### src/rtl/array_hs.sv
// array_hs: N-word memory model behind a valid/ready request port. It has a configurable
// read latency, a selectable ready pattern and sticky out-of-range detection.
module array_hs #(
    parameter int         N          = 16,
    parameter int         AW         = 4,
    parameter int         DW         = 32,
    parameter int         LATENCY    = 1,
    parameter int         STALL_MODE = 1,
    parameter logic [7:0] SEED       = 8'hA5,
    parameter int         INIT_MODE  = 0
) (
    input  logic          clk_i,
    input  logic          rst_i,
    input  logic [AW-1:0] addr_i,
    input  logic          we_i,
    input  logic [DW-1:0] di_i,
    input  logic          valid_i,
    output logic          ready_o,
    output logic [DW-1:0] do_o,
    output logic          out_valid_o,
    output logic          err_o,
    output logic [15:0]   count_o
);
    localparam logic [AW:0] N_LIM = (AW+1)'(N);

    typedef logic [N-1:0][DW-1:0] mem_t;

    function automatic mem_t init_contents();
        mem_t m;
        for (int i = 0; i < N; i++) begin
            m[i] = (INIT_MODE == 0) ? DW'(i) : '0;
        end
        return m;
    endfunction

    // Contents exist only from time zero; reset deliberately leaves them alone.
    mem_t mem_q = init_contents();

    logic          ready_q, ready_d;
    logic [7:0]    lfsr_q, lfsr_d;
    logic          err_q;
    logic [15:0]   count_q, count_d;
    logic          in_range;
    logic          accept;
    logic [DW-1:0] rd_data;

    logic [LATENCY-1:0] pv_q;
    logic [DW-1:0]      pd_q [LATENCY];

    assign in_range = ({1'b0, addr_i} < N_LIM);
    assign accept   = valid_i && ready_q && !rst_i;
    assign rd_data  = in_range ? mem_q[addr_i] : '0;
    assign count_d  = count_q + 16'd1;

    always_comb begin
        lfsr_d = {lfsr_q[6:0], lfsr_q[7] ^ lfsr_q[5] ^ lfsr_q[4] ^ lfsr_q[3]};
        if (STALL_MODE == 0) begin
            ready_d = 1'b1;
        end else if (STALL_MODE == 1) begin
            ready_d = !ready_q;
        end else begin
            ready_d = lfsr_q[0];
        end
    end

    // Read-first: rd_data was sampled from the pre-edge contents above.
    always_ff @(posedge clk_i) begin
        if (accept && we_i && in_range) begin
            mem_q[addr_i] <= di_i;
        end
    end

    always_ff @(posedge clk_i) begin
        if (rst_i) begin
            ready_q <= 1'b0;
            lfsr_q  <= SEED;
            err_q   <= 1'b0;
            count_q <= '0;
        end else begin
            ready_q <= ready_d;
            lfsr_q  <= lfsr_d;
            if (accept) begin
                count_q <= count_d;
                if (!in_range) begin
                    err_q <= 1'b1;
                end
            end
        end
    end

    // Data stages load only behind a valid bit, so the last stage holds the previous response.
    always_ff @(posedge clk_i) begin
        if (rst_i) begin
            pv_q <= '0;
            for (int i = 0; i < LATENCY; i++) begin
                pd_q[i] <= '0;
            end
        end else begin
            for (int i = LATENCY - 1; i > 0; i--) begin
                pv_q[i] <= pv_q[i-1];
                if (pv_q[i-1]) begin
                    pd_q[i] <= pd_q[i-1];
                end
            end
            pv_q[0] <= accept;
            if (accept) begin
                pd_q[0] <= rd_data;
            end
        end
    end

    assign ready_o     = ready_q;
    assign out_valid_o = pv_q[LATENCY-1];
    assign do_o        = pd_q[LATENCY-1];
    assign err_o       = err_q;
    assign count_o     = count_q;
endmodule

### config.mk
export PLATFORM = sky130hd
export DESIGN_NAME = array_hs
export DESIGN_NICKNAME = d
export VERILOG_FILES = /design/src/rtl/array_hs.sv
export SDC_FILE = /design/constraint.sdc
export NUM_CORES = 1
export LEC_CHECK = 0
export BUFFER_PORTS_ARGS = -buffer_cell sky130_fd_sc_hd__buf_2
export CAP_MARGIN = 15
export CORE_AREA = 2 2 199 201
export DETAILED_ROUTE_END_ITERATION = 8
export DIE_AREA = 0 0 201 203
export GPL_TIMING_DRIVEN = 0
export PLACE_DENSITY = 0.79
export RECOVER_POWER = 50
export SLEW_MARGIN = 20
export SYNTH_ARGS = -nofsm -noshare
export SYNTH_HDL_FRONTEND = slang
export SYNTH_SLANG_ARGS = --single-unit
### constraint.sdc
create_clock -name clk_i -period 4.7 [get_ports clk_i]
set_clock_uncertainty 0.15 [all_clocks]
set_input_delay 0.94 -clock clk_i [delete_from_list [all_inputs] [get_ports clk_i]]
set_output_delay 0.94 -clock clk_i [all_outputs]
set_load 0.005 [all_outputs]
==> results_dict.tcl, run 1 <==
set metrics [dict create \
    gr-usage-met3_pct 5.12 \
    drtIter0Drc 1290 \
    slew_headroom_pct 30.4 \
    cap_viol_max_count 0 \
    cts_sinks 562 \
    worst_pin_slew_ns 1.03 \
    finalCriticalPeriod_ns 3.54 \
    setup_violations 0 \
    ys_seq_elements 562 \
    synthXorXnorAreaFrac_pct 0.374 \
    synth_top_family_by_area "multiplexers" \
    netlist.area_leader.share_pct 77.6 \
    hpwl_microns 29200 \
    synth_edf_count 544 \
    routabilityCongestion 0.808 \
    gr-usage-met2_pct 38.3 \
    switchingPower_w 0.00205 \
    holdPathEnd "count_o[1]$_SDFFE_PP0P_" \
    first_pass_iters 7 \
    critPathKind "input pin to register" \
    outcome "complete, no violations" \
    layout.nets 1159 \
    gr-usage-all-layers_pct 24.0 \
    routed_via_density 6.30 \
    numPortBuffers 86 \
    internal_power_w 0.00803 \
    synthFlopType "edfxtp_1" \
    synthMuxAreaShare_pct 13.7 \
    cp.arrival_ns 3.69 \
    postSynth.asyncResetShare_pct 0 \
    clkPwrFrac_pct 41.5 \
    cpMostUsedCell "buf_4" \
    antenna_left 0 \
    cts_hold_buffers 0 \
    start_kind "input pin" \
    r2r-start "ready_o$_SDFF_PP0_" \
    clkSlewWorstSetupHoldPaths_ns 0.06 \
    place_area_sq_um 22900 \
    placedCellCount 1580 \
    path_max_fanout 10 \
    yosysWarnings 0 \
    r2r_slack_ns 1.55 \
    combPwrFrac_pct 3.6 \
    dieArea_sq_um 40800 \
    cts_tree "done" \
    synth_largest_area_cell "edfxtp_1" \
    multi_input_area_sq_um 4140 \
    row_count 72 \
    clock_latency_ns 0.60 \
    grt_max_degree 20 \
    synthSimpleGateAreaFrac_pct 2.40 \
    p_sw_share_pct 20.3 \
    synthToLayoutAreaGrowth_pct 16.3 \
    slowest_delay_ns 0.70 \
    antenna_found_initial 4 \
    hold_depth 2 \
    crit_chain "buf_2, buf_4, buf_2, nand4b_1, nor3_2, buf_4, buf_4, buf_6" \
    seq_power_share_pct 54.9 \
    synth_most_common_cell "edfxtp_1" \
    hp-start "count_o[1]$_SDFFE_PP0P_" \
    grt_busiest_layer "met2" \
    cts_resized 0 \
    vias 10600 \
    cts_max_level 2 \
    io_pins 91 \
    nFillCells 2496 \
    fin_crit_sh_pct 75.2 \
    syn-cell-area_sq_um 21100 \
    start_util_pct 54.7 \
    wl_microns 48000 \
    cts-root-buf "clkbuf_16" \
    grt_util_met1_pct 32.8 \
    worst_path_max_delay_cell "nor3_2" \
    synth_compound_area_share_pct 2.63 \
    slew_violations 0 \
    grt_pass1_wl_microns 70700 \
    ys_top_cells_by_area "edfxtp_1, mux4_2, a22oi_1" \
    fin_setup_tns_ns 0 \
    rsz0062_at_grt "no" \
    ys_seq_area_share_pct 79.3 \
    r2r_cells 7 \
    die_x_microns 201 \
    r2r_end "mem_q[82]$_DFFE_PP_" \
    crit_path_end_kind "register" \
    min_path_type "register to register" \
    wl_per_cell_microns 28.5 \
    register_area_sq_um 16700 \
    hold_viol 0 \
    core_area_sq_um 38500 \
    grt_overflow 0 \
    synthAdderAreaFrac_pct 0.0594 \
    required_ns 4.86 \
    final_area_sq_um 24500 \
    ir_drop_mv 0.300 \
    power.density_nw_per_um2 411 \
    drc 0 \
    synth.distinct_cells 38 \
    fin_util_pct 63.7 \
    grt_pass1_vias 11000 \
    cts_max_path_buffers 3 \
    power_leakage_nw 7.87 \
    cts_setup_buffers 0 \
    clock.fmax_mhz 283 \
    cts_inserted_buffers 54 \
    finalNonFillerCells 1684 \
    drive_gt1_share_pct 28.1 \
    synthesis.instances 939 \
    postSynthAreaPerCell_sq_um 22.4 \
    syn_nets 980 \
    die_y_microns 203 \
    netlist_top_cells_count "edfxtp_1, mux4_2, a22oi_1" \
]
kinds of logic after synthesis:
| logic type | after synthesis |
|---|---|
| flip-flops | 562 |
| XOR/XNOR | 9 |
| AO/OA/AOI/OAI | 76 |
| multiplexers | 130 |
| AND/OR/NAND/NOR | 105 |
| buffers and inverters | 55 |
| other | 1 |
| adder cells (fa/ha/maj) | 1 |
flip-flops by register name, summed over array words and instances (netlist names):
name	cells
count_o	16
out_valid_o	1
ready_o	1
pd_q	32
mem_q	512
placed cells by master, fill, tap and decap left out, types with 4 or more instances in the layout:
| cell type | n |
|---|---|
| dfxtp_1 | 18 |
| clkbuf_16 | 57 |
| a22oi_1 | 63 |
| xnor2_1 | 7 |
| nand2_1 | 37 |
| clkinv_2 | 11 |
| nor3_2 | 5 |
| buf_2 | 56 |
| nor3_1 | 7 |
| buf_6 | 10 |
| nor2_4 | 12 |
| nand3_1 | 11 |
| clkbuf_1 | 75 |
| buf_16 | 13 |
| edfxtp_1 | 544 |
| buf_8 | 5 |
| inv_1 | 7 |
| mux4_2 | 127 |
| nor2_1 | 13 |
| a21o_1 | 4 |
| buf_4 | 18 |
| nand4_1 | 4 |
| a21oi_1 | 6 |
| clkinv_1 | 18 |
power by group through the flow:
stage / registers (W) / clock network (W) / logic [W]
after CTS: 0.00553 / 0.00423 / 0.000370
after floorplan: 0.00564 / 0 / 0.000193
after global routing: 0.00553 / 0.00441 / 0.000388
after global placement: 0.00563 / 0 / 0.000340
after detailed placement: 0.00563 / 0 / 0.000364
final: 0.00553 / 0.00418 / 0.000361
how the worst max path moves through the flow:
stage	start	to	slack, ns	cells after the start
finish	addr_i[1]	mem_q[82]$_DFFE_PP_	1.16	8
global route	addr_i[1]	mem_q[82]$_DFFE_PP_	1.09	8
CTS	addr_i[1]	mem_q[82]$_DFFE_PP_	1.19	8
detailed placement	addr_i[1]	mem_q[77]$_DFFE_PP_	0.65	8
global placement	addr_i[1]	mem_q[13]$_DFFE_PP_	-2.59	4
floorplan	addr_i[0]	mem_q[0]$_DFFE_PP_	0.12	5
stage by stage:
step	power, W	hold WS [ns]	worst slack (ns)
final	0.0101	0.358	1.16
after detailed placement	0.00600	0.347	0.647
after floorplan	0.00583	0.330	0.120
after global placement	0.00597	0.330	-2.59
after global routing	0.0103	0.400	1.09
after CTS	0.0101	0.356	1.19
worst max-delay path, delay by kind of cell:
family	cells	cell delay [ns]
buffers and inverters	6	1.54
and+or+nand+nor	2	1.18
per-layer routing:
metal	wire length [microns]	vias to the layer above
met1	18600	5530
li1	-	4322
met2	23200	630
met5	24	-
met4	1720	4
met3	4390	121
final cells by class:
| cell class | instances | share of cell area (%) |
|---|---|---|
| Timing Repair Buffer | 123 | 4.00 |
| Tap cell | 518 | 2.65 |
| Buffer | 48 | 1.19 |
| Sequential cell | 562 | 68.2 |
| Clock buffer | 66 | 5.96 |
| Antenna cell | 2 | 0.0204 |
| Clock inverter | 36 | 0.996 |
| Inverter | 7 | 0.107 |
| Multi-Input combinational cell | 322 | 16.9 |
Note: power is estimated with default switching activity, not from simulation.
==> inputs of run 2 (changes only) <==
--- a/config.mk
+++ b/config.mk
@@ -7,11 +7,11 @@
 export LEC_CHECK = 0
 export BUFFER_PORTS_ARGS = -buffer_cell sky130_fd_sc_hd__buf_2
 export CAP_MARGIN = 15
-export CORE_AREA = 2 2 199 201
+export CORE_AREA = 2 2 189 191
 export DETAILED_ROUTE_END_ITERATION = 8
-export DIE_AREA = 0 0 201 203
+export DIE_AREA = 0 0 191 193
 export GPL_TIMING_DRIVEN = 0
-export PLACE_DENSITY = 0.79
+export PLACE_DENSITY = 0.83
 export RECOVER_POWER = 50
 export SLEW_MARGIN = 20
 export SYNTH_ARGS = -nofsm -noshare
==> constraint.sdc (replaced) <==
create_clock -name clk_i -period 3.5 [get_ports clk_i]
set_clock_uncertainty 0.15 [all_clocks]
set_input_delay 0.7 -clock clk_i [delete_from_list [all_inputs] [get_ports clk_i]]
set_output_delay 0.7 -clock clk_i [all_outputs]
set_load 0.005 [all_outputs]
==> results_dict.tcl, run 2 (same netlist as run 1, synthesis figures left out) <==
set metrics [dict create \
    path_max_fanout 13 \
    worst_pin_slew_ns 1.41 \
    largest_reg_flops 512 \
    rsz0062_at_grt "no" \
    min_path_type "input pin to register" \
    cp.arrival_ns 3.12 \
    wl_per_cell_microns 31.4 \
    drive_gt1_share_pct 25.7 \
    vias 10700 \
    fin_util_pct 69.6 \
    wl_microns 50400 \
    ir_drop_mv 0.566 \
    critPathKind "register to register" \
    worst_path_max_delay_cell "nor3_4" \
    core_area_sq_um 35000 \
    outcome "complete, no violations" \
    clock.fmax_mhz 335 \
    antenna_left 0 \
    power_leakage_nw 7.75 \
    row_count 69 \
    required_ns 3.63 \
    io_pins 91 \
    slew_violations 0 \
    start_util_pct 60.2 \
    grt_pass1_vias 11100 \
    grt_overflow 0 \
    final_area_sq_um 24300 \
    placedCellCount 1507 \
    slowest_delay_ns 0.70 \
    first_pass_iters 7 \
    start_kind "register" \
    drtIter0Drc 1429 \
    finalCriticalPeriod_ns 2.99 \
    setup_violations 0 \
    register_area_sq_um 16700 \
    cts_sinks 562 \
    place_area_sq_um 22700 \
    routed_via_density 6.67 \
    fin_crit_sh_pct 85.4 \
    grt_max_degree 20 \
    multi_input_area_sq_um 4160 \
    cts_inserted_buffers 53 \
    synthToLayoutAreaGrowth_pct 15.6 \
    cts_max_path_buffers 3 \
    cts_resized 0 \
    dieArea_sq_um 36900 \
    drc 0 \
    cts_setup_buffers 0 \
    finalNonFillerCells 1606 \
    antenna_found_initial 3 \
    numPortBuffers 86 \
    cts_hold_buffers 0 \
    routabilityCongestion 0.814 \
    crit_chain "and3b_1, clkbuf_1, nand2_1, or3_1, nor3_4, buf_8" \
    clkSlewWorstSetupHoldPaths_ns 0.06 \
    cts_max_level 2 \
    crit_path_end_kind "register" \
    clock_latency_ns 0.60 \
    slew_headroom_pct 5.98 \
    total_power_w 0.0137 \
    hold_viol 0 \
    top_register "mem_q" \
    grt_pass1_wl_microns 72400 \
    final_common_cell "edfxtp_1" \
    cts_tree "done" \
    most-common-layout-cells "edfxtp_1, mux4_2, clkbuf_1" \
    cts-root-buf "clkbuf_16" \
    layout.nets 1142 \
    power.density_nw_per_um2 565 \
    nFillCells 2034 \
    hpwl_microns 28300 \
    cap_viol_max_count 0 \
    die_y_microns 193 \
    gr-usage-all-layers_pct 28.3 \
    die_x_microns 191 \
]
-- run 2: critical path: cells and delay by family, from the launching register on --
kind                   cells  cell delay, ns
AND/OR/NAND/NOR            4            1.53
flip-flops                 1            0.48
buffers and inverters      2            0.50
-- run 2: final cells by class --
cell class / instances / area share (%)
antenna: 1 / 0.0103
buffer: 48 / 1.19
multi-input combinational: 322 / 17.1
clock buffer: 68 / 5.85
tap: 461 / 2.37
inverter: 7 / 0.108
timing repair buffer: 107 / 3.47
clock inverter: 30 / 1.31
sequential: 562 / 68.6
-- run 2: where the power goes --
group          switching [W]  internal [W]  total [W]
registers          0.0000126       0.00741    0.00742
clock network        0.00244       0.00338    0.00582
logic               0.000308      0.000190   0.000498
total                0.00276        0.0110     0.0137
-- run 2: routing by layer --
layer	vias up	global-route usage, %	wire, microns
met3	146	6.30	5150
met2	781	46.3	25000
met1	5490	37.8	18500
met4	4	11.2	1720
li1	4289	-	-
met5	-	0	23
-- run 2: metrics by stage --
stage	hold WS, ns	worst slack, ns	TNS (ns)
global route	0.323	0.408	0
floorplan	0.330	0.0169	0
detailed placement	0.349	0.00199	0
CTS	0.281	0.584	0
global placement	0.337	-1.66	-766.07
finish	0.292	0.512	0
-- run 2: path summary, 6_finish.rpt --
kind	start	end	slack [ns]	depth (start not counted)
max	ready_o$_SDFF_PP0_	mem_q[14]$_DFFE_PP_	0.51	6
max reg2reg	ready_o$_SDFF_PP0_	mem_q[14]$_DFFE_PP_	0.51	6
min	valid_i	count_o[1]$_SDFFE_PP0P_	0.29	3
min reg2reg	count_o[6]$_SDFFE_PP0P_	count_o[6]$_SDFFE_PP0P_	0.36	2
==> inputs of run 3 (changes only) <==
--- a/config.mk
+++ b/config.mk
@@ -11,7 +11,7 @@
 export DETAILED_ROUTE_END_ITERATION = 8
 export DIE_AREA = 0 0 191 193
 export GPL_TIMING_DRIVEN = 0
-export PLACE_DENSITY = 0.83
+export PLACE_DENSITY = 0.78
 export RECOVER_POWER = 50
 export SLEW_MARGIN = 20
 export SYNTH_ARGS = -nofsm -noshare
==> results_dict.tcl, run 3 (same netlist as run 1, synthesis figures left out) <==
set metrics [dict create \
    r2r_slack_ns 0.49 \
    row_count 69 \
    antenna_found_initial 1 \
    grt_pass1_wl_microns 69000 \
    total_power_w 0.0134 \
    fin_crit_sh_pct 88.3 \
    cts-root-buf "clkbuf_16" \
    cp.arrival_ns 3.36 \
    start_kind "input pin" \
    crit_chain "buf_2, buf_2, nand2b_1, nor3_1, clkbuf_1, a22oi_1, nand2_1" \
    core_area_sq_um 35000 \
    io_pins 91 \
    antenna_left 0 \
    slew_violations 0 \
    slew_headroom_pct 27.9 \
    path_max_fanout 10 \
    power.density_nw_per_um2 548 \
    outcome "complete, no violations" \
    clock_latency_ns 0.58 \
    finalCriticalPeriod_ns 3.09 \
    power_leakage_nw 7.82 \
    layout.nets 1151 \
    ir_drop_mv 0.455 \
    place_ws_ns -0.0369 \
    clock.fmax_mhz 324 \
    critPathCapture "pd_q[0][13]$_SDFFCE_PN0P_" \
    cts_inserted_buffers 54 \
    path_buf_inv 3 \
    cts_tree "done" \
    routabilityCongestion 0.826 \
    r2r-start "ready_o$_SDFF_PP0_" \
    grt_max_degree 19 \
    hold_slack_ns 0.322 \
    top_register "mem_q" \
    hpwl_microns 28700 \
    grt_overflow 0 \
    worst_pin_slew_ns 1.07 \
    r2r_cells 5 \
    synthToLayoutAreaGrowth_pct 16.0 \
    numPortBuffers 86 \
    crit_path_end_kind "register" \
    cp.depth 7 \
    n_antenna_cell 0 \
    cts_setup_buffers 0 \
    cts_resized 0 \
    clkSlewWorstSetupHoldPaths_ns 0.06 \
    dieArea_sq_um 36900 \
    cap_viol_max_count 0 \
    fin_setup_tns_ns 0 \
    cts_sinks 562 \
    fin_util_pct 69.9 \
    fin_ws_ns 0.410 \
    first_pass_iters 6 \
    grt_pass1_vias 10600 \
    largest_reg_flops 512 \
    routed_via_density 6.46 \
    worst_path_max_delay_cell "nor3_1" \
    wl_per_cell_microns 29.3 \
    die_y_microns 193 \
    hold_viol 0 \
    setup_violations 0 \
    cts_max_level 2 \
    final_common_cell "edfxtp_1" \
    die_x_microns 191 \
    rsz0062_at_grt "no" \
    gr-usage-all-layers_pct 26.5 \
    critPathKind "input pin to register" \
    drc 0 \
    cts_max_path_buffers 3 \
    vias 10400 \
    crit_path_start "addr_i[3]" \
    min_path_type "input pin to register" \
    required_ns 3.77 \
    most-common-layout-cells "edfxtp_1, mux4_2, clkbuf_1" \
    start_util_pct 60.2 \
    cts_hold_buffers 0 \
    slowest_delay_ns 0.91 \
    r2r_end "pd_q[0][13]$_SDFFCE_PN0P_" \
    path_delay_family "simple AND/OR/NAND/NOR gates" \
    drtIter0Drc 1350 \
    wl_microns 47300 \
    cpMostUsedCell "buf_2" \
    drive_gt1_share_pct 26.9 \
]
-- run 3: cell count changes in the layout (fill, tap and decap cells not counted), sizes merged --
cell / delta
buf: +17
clkbuf: -9
clkinv: +5
bufinv: -4
clkinvlp: -1
diode: -1
inv: +1
-- run 3: power breakdown --
group	internal, W	switching, W	total, W
Sequential	0.00741	0.0000122	0.00742
Clock	0.00310	0.00238	0.00548
Combinational	0.000191	0.000298	0.000489
Total	0.0107	0.00269	0.0134
-- run 3: worst reg2reg max path: cells and delay by family, from the launching register on --
kind	cells	cell delay, ns
flops	1	0.47
compound gates	1	0.21
simple gates	3	1.45
buf+inv	1	0.58
-- run 3: stage by stage --
stage               std cells  instance area (sq um)
floorplan                 939                  21100
global placement         1486                  22100
detailed placement       1515                  22900
CTS                      1614                  24500
global route             1614                  24400
finish                   1614                  24400
-- run 3: area by class of cell --
class                      count  area, sq um
sequential                   562        16700
fill                        1999        10500
multi-input combinational    322         4170
clock buffer                  68         1430
timing repair buffer         115         1020
tap                          461          577
buffer                        48          289
clock inverter                31          228
inverter                       7         26.3
-- run 3: worst min-delay path by stage --
stage | depth (start not counted) | end | slack (ns) | start
2_1_floorplan | 1 | ready_o$_SDFF_PP0_ | 0.33 | ready_o$_SDFF_PP0_
3_3_place_gp | 2 | count_o[6]$_SDFFE_PP0P_ | 0.33 | count_o[6]$_SDFFE_PP0P_
3_5_place_dp | 2 | count_o[1]$_SDFFE_PP0P_ | 0.36 | count_o[1]$_SDFFE_PP0P_
4_1_cts | 3 | count_o[1]$_SDFFE_PP0P_ | 0.32 | valid_i
5_1_grt | 3 | count_o[1]$_SDFFE_PP0P_ | 0.34 | valid_i
6_report | 3 | count_o[1]$_SDFFE_PP0P_ | 0.32 | valid_i
-- run 3: routing by layer --
layer | vias to the layer above | track usage [%] | part of all wire, %
met5 | - | 0 | 0.032
met4 | 2 | 6.62 | 2.1
met3 | 80 | 4.69 | 10
met2 | 628 | 42.8 | 49
met1 | 5413 | 38.6 | 39
li1 | 4311 | - | -
